===== config.mk =====
export PLATFORM = sky130hd
export DESIGN_NAME = m_conv_mac_1
export DESIGN_NICKNAME = d
export VERILOG_FILES = /design/src/rtl/m_conv_mac_1.sv
export SDC_FILE = /design/constraint.sdc
export NUM_CORES = 1
export LEC_CHECK = 0
export ABC_AREA = 1
export BUFFER_PORTS_ARGS = -buffer_cell sky130_fd_sc_hd__buf_2
export CORE_ASPECT_RATIO = 1.5
export CORE_MARGIN = 2
export CORE_UTILIZATION = 69
export CTS_CLUSTER_SIZE = 10
export DETAILED_ROUTE_END_ITERATION = 10
export PLACE_DENSITY_LB_ADDON = 0.1
export SKIP_CTS_REPAIR_TIMING = 1
export SLEW_MARGIN = 20
export SYNTH_ARGS = -nofsm -noshare
export SYNTH_HDL_FRONTEND = slang
export SYNTH_SLANG_ARGS = --single-unit

===== constraint.sdc =====
create_clock -name clk_in -period 8.27 [get_ports clk_in]
set_clock_uncertainty 0.05 [all_clocks]
set_input_delay 0.4135 -clock clk_in [delete_from_list [all_inputs] [get_ports clk_in]]
set_output_delay 0.4135 -clock clk_in [all_outputs]
set_load 0.02 [all_outputs]

===== src/rtl/m_conv_mac_1.sv =====
// Convolution MAC stage: per-window dot product of the pixel stream with local weights,
// plus bias, then ReLU and saturation to a 16-bit feature-map pixel.
module m_conv_mac_1 #(
    parameter int KERNEL_TAPS = 16,
    parameter int FRAC_BITS   = 8,
    parameter int OUT_COUNT   = 484
) (
    input  logic        clk_in,
    input  logic        rst_n,
    input  logic        in_valid,
    input  logic [15:0] map_in,
    input  logic        w_wr,
    input  logic [3:0]  w_addr,
    input  logic [15:0] w_data,
    input  logic        b_wr,
    input  logic [15:0] b_data,
    output logic [15:0] map_out,
    output logic        out_valid,
    output logic        map_done
);
    localparam int TAP_W = (KERNEL_TAPS > 1) ? $clog2(KERNEL_TAPS) : 1;
    localparam int CNT_W = (OUT_COUNT > 1) ? $clog2(OUT_COUNT) : 1;
    localparam logic [4:0]       TAPS     = 5'(KERNEL_TAPS);
    localparam logic [TAP_W-1:0] LAST_TAP = TAP_W'(KERNEL_TAPS - 1);
    localparam logic [CNT_W-1:0] LAST_OUT = CNT_W'(OUT_COUNT - 1);

    logic signed [15:0] weight [KERNEL_TAPS];
    logic signed [15:0] bias;

    // NOTE: coefficient storage has no reset branch; it must survive rst_n, and leaving
    // it out of the reset keeps it a plain register file rather than resettable flops.
    always_ff @(posedge clk_in) begin
        if (w_wr && ({1'b0, w_addr} < TAPS))
            weight[w_addr[TAP_W-1:0]] <= w_data;
        if (b_wr)
            bias <= b_data;
    end

    logic [TAP_W-1:0]   tap_cnt;
    logic               s1_v, s1_first, s1_last;
    logic signed [15:0] s1_pix, s1_w;
    logic               s2_v, s2_first, s2_last;
    logic signed [31:0] s2_prod;
    logic               s3_v;
    logic signed [35:0] acc;
    logic               s4_v;
    logic [15:0]        s4_res;
    logic [CNT_W-1:0]   out_cnt;

    logic signed [35:0] bias_ext, prod_ext, acc_shr;
    logic [15:0]        sat;

    // NOTE: every always_comb output gets a default first so no path can infer a latch.
    always_comb begin
        bias_ext = {{20{bias[15]}}, bias} <<< FRAC_BITS;
        prod_ext = {{4{s2_prod[31]}}, s2_prod};
        acc_shr  = acc >>> FRAC_BITS;
        sat      = acc_shr[15:0];
        if (acc_shr < 36'sd0)
            sat = 16'd0;
        else if (acc_shr > 36'sd32767)
            sat = 16'h7fff;
    end

    // NOTE: sequential state uses non-blocking assignments so each stage reads the
    // previous stage's pre-edge value, independent of statement order.
    always_ff @(posedge clk_in) begin
        if (!rst_n) begin
            tap_cnt   <= '0;
            s1_v      <= 1'b0;
            s1_first  <= 1'b0;
            s1_last   <= 1'b0;
            s1_pix    <= '0;
            s1_w      <= '0;
            s2_v      <= 1'b0;
            s2_first  <= 1'b0;
            s2_last   <= 1'b0;
            s2_prod   <= '0;
            s3_v      <= 1'b0;
            acc       <= '0;
            s4_v      <= 1'b0;
            s4_res    <= '0;
            out_cnt   <= '0;
            map_out   <= '0;
            out_valid <= 1'b0;
            map_done  <= 1'b0;
        end else begin
            if (in_valid)
                tap_cnt <= (tap_cnt == LAST_TAP) ? '0 : tap_cnt + 1'b1;

            // Reading the weight here with NBA semantics gives the old value on a collision.
            s1_v     <= in_valid;
            s1_first <= (tap_cnt == '0);
            s1_last  <= (tap_cnt == LAST_TAP);
            s1_pix   <= map_in;
            s1_w     <= weight[tap_cnt];

            s2_v     <= s1_v;
            s2_first <= s1_first;
            s2_last  <= s1_last;
            s2_prod  <= s1_pix * s1_w;

            s3_v <= s2_v && s2_last;
            if (s2_v)
                acc <= s2_first ? bias_ext + prod_ext : acc + prod_ext;

            s4_v   <= s3_v;
            s4_res <= sat;

            out_valid <= s4_v;
            map_done  <= 1'b0;
            if (s4_v) begin
                map_out <= s4_res;
                if (out_cnt == LAST_OUT) begin
                    map_done <= 1'b1;
                    out_cnt  <= '0;
                end else begin
                    out_cnt <= out_cnt + 1'b1;
                end
            end
        end
    end
endmodule

### Word-level counts from Yosys, hierarchy flattened

Memory sizes are Yosys's and may differ from the RTL's. A register that Yosys moved wholly into a read port is not among the register bits.
Cells that the tools add are included.

| storage, ports and cells | value |
|---|---|
| output and inout port bits | 18 |
| memories | 1 |
| word-level logic and storage cells | 43 |
| input port bits | 57 |
| memory bits (writable) | 256 |
| bits in registers | 155 |

Memories:

| memory | depth | bits a word | rd ports | clocked after memory_dff | wr ports | line | text |
|---|---|---|---|---|---|---|---|
| weight | 16 | 16 | 1 | 1 | 1 | 27 | `logic signed [15:0] weight [KERNEL_TAPS];` |

| cells by class | value |
|---|---|
| $mul | 1 |
| reduce and logical (&&, ||, !) cells | 6 |
| mux-type cells | 7 |
| order comparisons | 2 |
| add/sub/neg operators | 4 |
| bitwise operators | 1 |
| equality and inequality tests | 2 |

Operator list:

| operator | count |
|---|---|
| 36-bit by 32-bit adder with 36-bit output | 1 |
| 36-bit two-way mux | 1 |
| 24-bit by 32-bit adder with 33-bit output | 1 |
| 16-bit by 16-bit multiplier with 32-bit output | 1 |
| 28-bit by 16-bit greater-than comparator with 1-bit output, second input constant | 1 |
| 28-bit by 1-bit < comparator with 1-bit output, second input constant | 1 |
| 15-bit two-way mux | 1 |
| 9-bit by 1-bit adder with 9-bit output, second input constant | 1 |
| 9-bit equality test, second input constant | 1 |
| 9-bit two-way mux | 1 |
| 4-bit by 1-bit adder with 4-bit output, second input constant | 1 |
| 4-bit equality test, second input constant | 1 |
| 4-bit zero test | 1 |
| 4-bit two-way mux | 1 |
| 1-bit two-way mux | 3 |
| 3-bit OR reduction | 1 |
| 2-bit AND reduction | 1 |
| 2-bit OR reduction | 1 |
| 1-bit logical AND | 1 |
| 1-bit zero test | 1 |
| 1-bit inverter | 1 |

### Depth between registers and ports, before layout

| depth | value |
|---|---|
| depth in word-level cells | 2 |
| depth in mapped cells | 28 |
| mapped depth without buffers | 26 |

### Worst setup path before layout

No wires, ideal clock.

| timing | value |
|---|---|
| kind | flip-flop to flip-flop |
| from | reg s1_w[5] (read register of weight) |
| to | reg s2_prod[23] |
| clock period less this slack | 5.637 ns |
| stages on the path, launching flop included | 21 |
| buffers on the path | 2 |
| setup time | 0.113 ns |
| path slack | 2.633 ns |
| data required time | 8.107 ns |
| arrival | 5.474 ns |
| path through | dfxtp_1 > clkbuf_1 > clkbuf_1 > nand2_1 > fa_1 > inv_1 > fa_1 > fa_1 > fa_1 > fa_1 > inv_1 > fa_1 > inv_1 > ha_1 > nand2_1 > nor2_1 > nand2_1 > o311ai_0 > nand2_1 > nand2_1 > nor2_1 |

| between the ends | value |
|---|---|
| word-level cells in the longest chain between the ends | 1 |

RTL lines:

| what | line | text |
|---|---|---|
| start, declared | 41 | `logic signed [15:0] s1_pix, s1_w;` |
| 16-bit by 16-bit multiplier with 32-bit output | 101 | `s2_prod <= s1_pix * s1_w;` |
| end signal, assigned | 101 |  |
| end, declared | 43 | `logic signed [31:0] s2_prod;` |

Every way passes these cells.
A chain may end at the register's enable or synchronous reset.

### Worst setup path after layout

| timing | value |
|---|---|
| from | reg s1_w[4] (read register of weight) |
| to | reg s2_prod[25] |

Same word-level chain as after synthesis.

==> flow_metrics.tcl <==
set metrics [dict create \
    status "complete, but fails checks" \
    violations "negative hold slack" \
    htree_levels 2 \
    synth_cell_types 48 \
    hpwl_um 63140 \
    cts_buffers 49 \
    area_growth_syn_to_layout_pct 7.930 \
    dp_cells 4193 \
    synthesis.nets 4121 \
    synth_edf_count 272 \
    setup_tns_ns 0 \
    clkLatencyLatePin_ns 0.59 \
    worst_pin_slew_ns 1.101 \
    core.rowCount 94 \
    crit_buf_inv 3 \
    wire_per_inst_um 20.20 \
    clockRootBuffer "clkbuf_16" \
    max_freq_mhz 159.2 \
    die_y_um 261.2 \
    io_pins 75 \
    cpPeakStageDelay_ns 0.81 \
    dpl-instance-area_um2 31160 \
    cts_tree "built" \
    die_w_um 175.5 \
    worst_ep_arrival_time_ns 6.71 \
    vdd_drop_max_uv 341.7 \
    seq_area_frac_synth 0.3703 \
    netlist_instances 3656 \
    drc_errors 0 \
    cp-end-kind "flop" \
    instances_no_fill 4295 \
    power_density_nw_per_um2 237.3 \
    drt_iter0_markers 2502 \
    antenna_found_initial 2 \
    fill_cells 3076 \
    grt_setup_unrepaired "no" \
    finalMaxSlewViolations 0 \
    grt_pass1_vias 25350 \
    min_path_type "primary input to flop" \
    core_area_um2 43750 \
    cts_max_path_buffers 3 \
    first_pass_iters 8 \
    max_cap_viol_count 0 \
    drive_above_1_share 0.05192 \
    required_ns 8.70 \
    dieArea_um2 45840 \
    setup_viol 0 \
    path_common_cell "fa_1" \
    start_util 0.6957 \
    crit_family "adder cells" \
    syn_area_um2 30440 \
    synth_warnings 0 \
    crit_fanout 16 \
    synth_top_area_share 0.2684 \
    final_util 0.7508 \
    crit_path_start_kind "flop" \
    ys_top_cells_by_area "edfxtp_1, fa_1, nand2_1, dfxtp_1, inv_1" \
    fin_crit_sh 0.7594 \
    clock-sinks 427 \
    totalWireLength_um 86750 \
    crit_chain "nand2_1, fa_1, inv_1, fa_1, fa_1, fa_1, fa_1, fa_1, ha_1, nand2_1, nor2_1, inv_1, nor2_1, inv_1, o211ai_1, nand2_1, nand2_1, nor2_1" \
    finalCriticalPeriod_ns 6.280 \
    globalRouteOverflowTotal 0 \
    clkTransAtPathRegs_ns 0.06 \
    crit_slowest_cell "dfxtp_1" \
    power_leakage_uw 0.01617 \
    yosysMostFrequentCell "nand2_1" \
    route.vias.total 25150 \
    ant_nets 0 \
    synth-main-ff-cell "edfxtp_1" \
    yosys.area.top_type "edfxtp_1" \
    grt_max_degree 96 \
    vias_per_cell 5.856 \
    ys_ff_latch 427 \
    max_slew_margin 0.2649 \
    synth-async-reset-ratio 0 \
    hold_viol_final 2 \
    fin_nets 4159 \
    worstSetupPathType "flop to flop" \
    ys_top_cells_by_count "nand2_1, inv_1, nor2_1" \
    grt_pass1_wl_um 132800 \
    grt_usage 0.3783 \
    fin_area_um2 32850 \
    avgSynthCellArea_um2 8.325 \
    gp_congestion 0.9905 \
    hold_slack_ns -0.03779 \
    io_buffers 74 \
]
[metrics by stage]
step                power, µW  setup WS (ns)
detailed placement       5778          2.088
floorplan                4832          2.633
finish                   7795          1.990
global placement         5673          2.237
global route             8276          1.715
CTS                      7738          2.066
[kinds of logic (layout without fill, tap and decap cells)]
group	after synthesis	in the layout	share of synthesized area
buf+inv	870	931	0.1093
other cells	1	3	0.0001232
flops	427	427	0.3703
fa+ha+maj	408	408	0.2328
simple gates	1420	1420	0.1886
xor+xnor	31	31	0.008920
compound gates	499	499	0.08986
[sequential cells by signal (all words and copies together), names as in the netlist, 4 cells and up]
name     cells
acc         36
s2_prod     32
map_out     16
s4_res      16
s1_pix      16
weight     256
out_cnt      9
tap_cnt      4
s1_w        16
bias        16
[area by class of cell]
class | instances | area (µm²) | share of cell area
repair buffers | 128 | 843.3 | 0.02567
flip-flops and latches | 427 | 11280 | 0.3433
multi-input cells | 2359 | 15850 | 0.4825
clock buffers | 68 | 1308 | 0.03980
diodes | 2 | 5.005 | 0.0001524
inverters | 729 | 2738 | 0.08334
well taps | 576 | 720.7 | 0.02194
clock inverters | 6 | 108.9 | 0.003314
[worst register-to-register path, stage by stage (launching register included)]
cell,delay (ns)
dfxtp_1,0.81
nand2_1,0.28
fa_1,0.59
inv_1,0.07
fa_1,0.77
fa_1,0.53
fa_1,0.58
fa_1,0.44
fa_1,0.45
ha_1,0.44
nand2_1,0.13
nor2_1,0.32
inv_1,0.07
nor2_1,0.16
inv_1,0.06
o211ai_1,0.24
nand2_1,0.08
nand2_1,0.06
nor2_1,0.05
[power breakdown]
| group | internal (µW) | total (µW) | switching (µW) |
|---|---|---|---|
| logic | 1110 | 3230 | 2120 |
| clock network | 1130 | 1980 | 850 |
| registers | 2400 | 2590 | 196 |
| total | 4630 | 7800 | 3160 |
[layout by cell type, fill, tap and decap left out, drive strengths merged, types with 5 or more instances in the layout]
cell type    count
nand3          123
o211ai           9
a21oi          143
xor2            16
clkbuf          68
nand4           22
o21a             6
edfxtp         272
dfxtp          155
nand2          848
clkinv           6
xnor2           15
ha             144
nor3            32
o22ai           64
inv            728
nand3b           9
buf            102
nor4             6
o21ai          238
a41oi           16
a31oi            5
o21bai           8
nor2           366
fa             264
dlygate4sd3     26
[routing by layer]
metal,up-vias,global-route usage,part of all wire
met5,-,0,0
met4,0,0.2507,0.076
met3,357,0.05444,0.078
met2,1388,0.6681,0.50
met1,11880,0.4278,0.34
li1,11530,-,-
[path summary, 6_finish.rpt]
| kind | from | endpoint | slack [ns] | cells past startpoint |
|---|---|---|---|---|
| min | map_in[11] | s1_pix[11] | -0.04 | 3 |
| max reg2reg | s1_w[4] | s2_prod[25] | 1.99 | 18 |
| max | s1_w[4] | s2_prod[25] | 1.99 | 18 |
| min reg2reg | s1_last | s2_last | 0.36 | 2 |
Note: power is estimated with default switching activity, not from simulation.
